`src/rtl/crack_ctrl.sv`:
```
`default_nettype none
// ============================================================================
//  Module   : crack_ctrl
//  Purpose  : Brute-force key-search sequencer for one arc4 decryption core.
//             Steps a candidate key, launches arc4 once per key, then scans
//             the decrypted message in pt_mem (byte 0 = length). It stops on
//             the first key whose plaintext is entirely printable, or when
//             KEY_LAST has been tried without success.
//  Ports    : clk, rst_n             clock, asynchronous active-low reset
//             en / rdy               start handshake (en honoured while rdy=1)
//             key / key_valid        candidate or found key, search result
//             a4_en / a4_rdy         arc4 start pulse and ready
//             a4_pt_addr/wrdata/wren arc4 side of the pt_mem port
//             pt_addr/wrdata/wren    muxed pt_mem port
//             pt_rddata              pt_mem read data (1-cycle latency)
//  Revision : 1.0  initial release
// ============================================================================
module crack_ctrl #(
   parameter int               KEY_W     = 24,
   parameter logic [KEY_W-1:0] KEY_FIRST = '0,
   parameter logic [KEY_W-1:0] KEY_STEP  = {{(KEY_W-1){1'b0}}, 1'b1},
   parameter logic [KEY_W-1:0] KEY_LAST  = '1,
   parameter logic [7:0]       CH_LO     = 8'h20,
   parameter logic [7:0]       CH_HI     = 8'h7E
) (
   input  logic             clk,
   input  logic             rst_n,
   input  logic             en,
   output logic             rdy,
   output logic [KEY_W-1:0] key,
   output logic             key_valid,
   output logic             a4_en,
   input  logic             a4_rdy,
   input  logic [7:0]       a4_pt_addr,
   input  logic [7:0]       a4_pt_wrdata,
   input  logic             a4_pt_wren,
   output logic [7:0]       pt_addr,
   output logic [7:0]       pt_wrdata,
   output logic             pt_wren,
   input  logic [7:0]       pt_rddata
);

   typedef enum logic [2:0] {
      S_IDLE     = 3'd0,
      S_LAUNCH   = 3'd1,
      S_RUN      = 3'd2,
      S_SCAN_LEN = 3'd3,
      S_SCAN     = 3'd4
   } state_t;

   state_t           r_state;
   logic [KEY_W-1:0] r_key;
   logic             r_rdy;
   logic             r_key_valid;
   logic             r_a4_en;
   logic [7:0]       r_scan_addr;   // address the scanner presents to pt_mem
   logic [7:0]       r_len;         // message length latched from byte 0
   logic [7:0]       r_idx;         // index of the byte arriving on pt_rddata
   logic [1:0]       r_skip;        // cycles of a4_rdy to ignore after a4_en
   logic             r_len_phase;   // 0: address 0 issued, 1: length arriving

   logic             w_arc4_owns;
   logic             w_byte_ok;

   // arc4 owns the memory port only while it is launching or decrypting
   assign w_arc4_owns = (r_state == S_LAUNCH) || (r_state == S_RUN);
   assign w_byte_ok   = (pt_rddata >= CH_LO) && (pt_rddata <= CH_HI);

   assign pt_addr   = w_arc4_owns ? a4_pt_addr : r_scan_addr;
   assign pt_wrdata = a4_pt_wrdata;
   // r_state resets asynchronously, so the write enable drops with rst_n
   assign pt_wren   = w_arc4_owns & a4_pt_wren;

   assign rdy       = r_rdy;
   assign key       = r_key;
   assign key_valid = r_key_valid;
   assign a4_en     = r_a4_en;

   always_ff @(posedge clk or negedge rst_n) begin
      if (!rst_n) begin
         r_state     <= S_IDLE;
         r_key       <= KEY_FIRST;
         r_rdy       <= 1'b1;
         r_key_valid <= 1'b0;
         r_a4_en     <= 1'b0;
         r_scan_addr <= 8'd0;
         r_len       <= 8'd0;
         r_idx       <= 8'd0;
         r_skip      <= 2'd0;
         r_len_phase <= 1'b0;
      end else begin
         r_a4_en <= 1'b0;
         case (r_state)
            S_IDLE: begin
               if (en) begin
                  r_key       <= KEY_FIRST;
                  r_key_valid <= 1'b0;
                  r_rdy       <= 1'b0;
                  r_state     <= S_LAUNCH;
               end
            end

            S_LAUNCH: begin
               if (a4_rdy) begin
                  r_a4_en <= 1'b1;
                  // a4_rdy is stale in the pulse cycle and the one after it
                  r_skip  <= 2'd2;
                  r_state <= S_RUN;
               end
            end

            S_RUN: begin
               if (r_skip != 2'd0) begin
                  r_skip <= r_skip - 2'd1;
               end else if (a4_rdy) begin
                  r_scan_addr <= 8'd0;
                  r_len_phase <= 1'b0;
                  r_state     <= S_SCAN_LEN;
               end
            end

            S_SCAN_LEN: begin
               if (!r_len_phase) begin
                  r_len_phase <= 1'b1;
                  r_scan_addr <= 8'd1;
               end else if (pt_rddata == 8'd0) begin
                  // empty message counts as printable
                  r_key_valid <= 1'b1;
                  r_rdy       <= 1'b1;
                  r_state     <= S_IDLE;
               end else begin
                  r_len       <= pt_rddata;
                  r_idx       <= 8'd1;
                  r_scan_addr <= (pt_rddata == 8'd1) ? 8'd1 : 8'd2;
                  r_state     <= S_SCAN;
               end
            end

            S_SCAN: begin
               if (!w_byte_ok) begin
                  if (r_key == KEY_LAST) begin
                     r_key_valid <= 1'b0;
                     r_rdy       <= 1'b1;
                     r_state     <= S_IDLE;
                  end else begin
                     r_key   <= r_key + KEY_STEP;
                     r_state <= S_LAUNCH;
                  end
               end else if (r_idx == r_len) begin
                  r_key_valid <= 1'b1;
                  r_rdy       <= 1'b1;
                  r_state     <= S_IDLE;
               end else begin
                  r_idx <= r_idx + 8'd1;
                  // stop issuing at len so a 255-byte message never wraps to 0
                  if (r_scan_addr != r_len) begin
                     r_scan_addr <= r_scan_addr + 8'd1;
                  end
               end
            end

            default: begin
               r_state <= S_IDLE;
            end
         endcase
      end
   end

endmodule
`default_nettype wire

```
`config.mk`:
```
export PLATFORM = sky130hd
export DESIGN_NAME = crack_ctrl
export DESIGN_NICKNAME = d
export VERILOG_FILES = /design/src/rtl/crack_ctrl.sv
export SDC_FILE = /design/constraint.sdc
export NUM_CORES = 1
export LEC_CHECK = 0
export CAP_MARGIN = 20
export CORE_UTILIZATION = 50
export CTS_BUF_LIST = sky130_fd_sc_hd__clkbuf_4 sky130_fd_sc_hd__clkbuf_8 sky130_fd_sc_hd__clkbuf_16
export CTS_CLUSTER_DIAMETER = 50
export DETAILED_ROUTE_END_ITERATION = 10
export PLACE_DENSITY_LB_ADDON = 0.15
export SLEW_MARGIN = 20
export SYNTH_ARGS = -nofsm -noshare
export SYNTH_HDL_FRONTEND = slang
export SYNTH_SLANG_ARGS = --single-unit
```
`constraint.sdc`:
```
create_clock -name clk -period 3.1 [get_ports clk]
set_clock_uncertainty 0.1 [all_clocks]
set_input_delay 0.31 -clock clk [delete_from_list [all_inputs] [get_ports clk]]
set_output_delay 0.31 -clock clk [all_outputs]
set_load 0.005 [all_outputs]
```
==> impl_metrics.tcl <==
set metrics [dict create \
    drt_iter0_markers 180 \
    crit_path_max_incr_delay_ns 0.46 \
    cts_buffers 9 \
    core_area_um2 6531 \
    ys_ff_latch 57 \
    min_period_ns 2.846 \
    synth_cell_types 62 \
    outcome "complete, no violations" \
    critPathKind "reg2out" \
    cp.arrival_ns 2.44 \
    p_switching_mw 1.043 \
    wl_um 8275 \
    layout.nets 454 \
    worstMarginPinSlew_ns 0.7324 \
    dp_hpwl_um 5867 \
    die_x_um 85.24 \
    regArea_um2 1428 \
    stdcell_count 503 \
    synth_warnings 0 \
    clk_pin_slew_ns 0.07 \
    drtAntennaViolNets 0 \
    total_power_mw 2.940 \
    async_reset_ff_frac 1.000 \
    io_buffers 56 \
    p_sw_frac 0.3547 \
    cts_hold_buf 0 \
    clk_latency_ns 0.34 \
    routedWlPerCell_um 16.45 \
    yosysTopAreaCell "dfrtp_1" \
    muxShareOfSynthArea 0.05778 \
    vias 3054 \
    hold_viol 0 \
    overflow 0 \
    grt_pass1_wl_um 13700 \
    rsz0062_at_grt "false" \
    r2r_cells 7 \
    relSlewSlack 0.5117 \
    synthSimpleGateAreaFrac 0.2022 \
    crit_top_cell "nor2b_1" \
    cts.sinks 57 \
    syn-mean-instance-area_um2 9.389 \
    area_growth_pct 22.54 \
    vias_per_cell 6.072 \
    fp.dieArea_um2 7266 \
    fin_crit_sh 0.9179 \
    cp.required_ns 2.69 \
    cp_slowest_cell "dfrtp_1" \
    post-route-util 0.6500 \
    fin_hold_ws_ns 0.008605 \
    fp.dieH_um 85.24 \
    synth_top_family_by_area "simple AND/OR/NAND/NOR gates" \
    start_util 0.5305 \
    cp-start-kind "flop" \
    p_int_mw 1.897 \
    rows 29 \
    antenna_found_initial 0 \
    post_route_cells_drive_above_1_share 0.1479 \
    grt_max_degree 58 \
    tritoncts "built" \
    synth_compound_area_frac 0.2001 \
    cts-root-buf "clkbuf_8" \
    synth_xor_area_frac 0.06067 \
    power_per_cell_area_nw_per_um2 692.5 \
    cts_buffer_depth 2 \
    fmax_ghz 0.3514 \
    hp-class "in2async" \
    setup-violations-final 0 \
    setup_tns_ns 0 \
    yosysSeqAreaShare 0.4121 \
    pwr-share-comb 0.380 \
    sequentialPowerShare 0.364 \
    synth_fa_ha_area_frac 0.01445 \
    maxCapViolCount 0 \
    slew_violations 0 \
    htree_levels 3 \
    placed_cells 487 \
    synth-edff-count 0 \
    leakage_nw 1.762 \
    drc 0 \
    synth_cells 369 \
    grt_pass1_vias 2839 \
    grt_usage 0.2430 \
    yosys.area.top_type_share 0.4045 \
    worstPathCellList "nor2b_1, nor2b_1, nor2_2, mux2_2, clkdlybuf4s50_1" \
    n_fill_cell 552 \
    critPathCaptureType "primary output" \
    diodes 0 \
    globalplace.congestion 0.8577 \
    synth_fp_nets 402 \
    ioPinCount 73 \
    yosys-top-cells-area "dfrtp_1, mux2_2, o21ai_0, xor2_1, a21oi_1" \
    ir_worst_vdd_mv 0.3356 \
    synthesis.area_um2 3465 \
    path_max_fanout 10 \
    synth_ff_type "dfrtp_1" \
    multi_input_area_um2 1857 \
    clkPwrFrac 0.256 \
    drt-pass1-iter-count 5 \
]
==> routing by layer <==
layer	track usage	part of all wire	vias to the layer above	wire length [µm]
met4	0.07704	0.012	0	99
met1	0.3513	0.49	1474	4054
li1	-	-	1467	-
met5	0	0	-	0
met3	0.05253	0.058	13	479
met2	0.3644	0.44	100	3640
==> power by group through the flow <==
| stage | sequential, mW | clock, mW | combinational [mW] |
|---|---|---|---|
| floorplan | 1.02 | 0 | 0.797 |
| global placement | 1.08 | 0 | 1.08 |
| detailed placement | 1.08 | 0 | 1.11 |
| CTS | 1.07 | 0.759 | 1.12 |
| global route | 1.10 | 0.796 | 1.24 |
| finish | 1.07 | 0.753 | 1.12 |
==> state kept, by name (all words and copies together), names as in the netlist, 2 cells and up <==
name         cells
r_state          3
r_skip           2
r_idx            8
r_scan_addr      8
key             24
r_len            8
==> cells in the final DEF (no fill, tap or decap), drive strengths merged, types with 7 or more instances in the layout <==
cell,instances
dfrtp,56
clkdlybuf4s50,55
o21ai,33
nor2,30
nand2,27
a21oi,23
mux2,16
xor2,16
a31oi,15
clkbuf,14
inv,13
nand4,11
nand3,10
xnor2,8
and3,8
nor4,7
buf,7
==> cells in the mapped netlist (all sizes together), types with 8 or more instances <==
| library cell | count |
|---|---|
| a21oi | 23 |
| a31oi | 15 |
| and3 | 8 |
| buf | 16 |
| dfrtp | 56 |
| inv | 13 |
| mux2 | 16 |
| nand2 | 27 |
| nand3 | 10 |
| nand4 | 11 |
| nor2 | 30 |
| o21ai | 33 |
| xnor2 | 8 |
| xor2 | 16 |
==> worst max-delay path: cells and delay by family, from the launching register on <==
kind,cells,cell delay [ns]
buffers and inverters,1,0.45
flip-flops,1,0.46
multiplexers,1,0.40
AND/OR/NAND/NOR,3,0.78
==> stage by stage <==
stage | instance area, µm² | setup WS (ns)
after CTS | 4243 | 0.01399
final | 4245 | 0.2544
after global routing | 4245 | 0.1234
after detailed placement | 4028 | 0.3528
after global placement | 4028 | 0.3934
after floorplan | 3465 | 0.8264
==> worst paths after layout <==
path | startpoint | to | slack, ns
setup / recovery | r_state[1]$_DFFE_PN0P_ | pt_addr[0] | 0.25
hold / removal | rst_n | r_scan_addr[4]$_DFFE_PN0P_ | 0.009
setup reg to reg | key[0]$_DFFE_PN0P_ | key[17]$_DFFE_PN0P_ | 0.58
hold reg to reg | r_idx[7]$_DFFE_PN0P_ | r_idx[7]$_DFFE_PN0P_ | 0.41
max in group asynchronous | rst_n | key[21]$_DFFE_PN0P_ | 2.40
min in group clk | r_idx[7]$_DFFE_PN0P_ | r_idx[7]$_DFFE_PN0P_ | 0.41
==> logic make-up (layout without fill, tap and decap cells) <==
family	Yosys count	count (layout)
xor+xnor	24	24
simple gates	128	128
mux	18	18
compound gates	104	104
flops	57	57
buf+inv	34	91
fa+ha+maj	4	4
==> what timing repair did <==
item                                    CTS  global route
resized for setup                         0             1
endpoints found under the setup margin    0             8
setup buffers                             0             0
==> final cells by class <==
| type | count | area share |
|---|---|---|
| multi-input combinational | 278 | 0.4374 |
| sequential | 57 | 0.3363 |
| timing repair buffer | 62 | 0.1415 |
| clock buffer | 14 | 0.04244 |
| tap | 77 | 0.02269 |
| inverter | 13 | 0.01149 |
| clock inverter | 2 | 0.008252 |
Note: power is estimated with default switching activity, not from simulation.
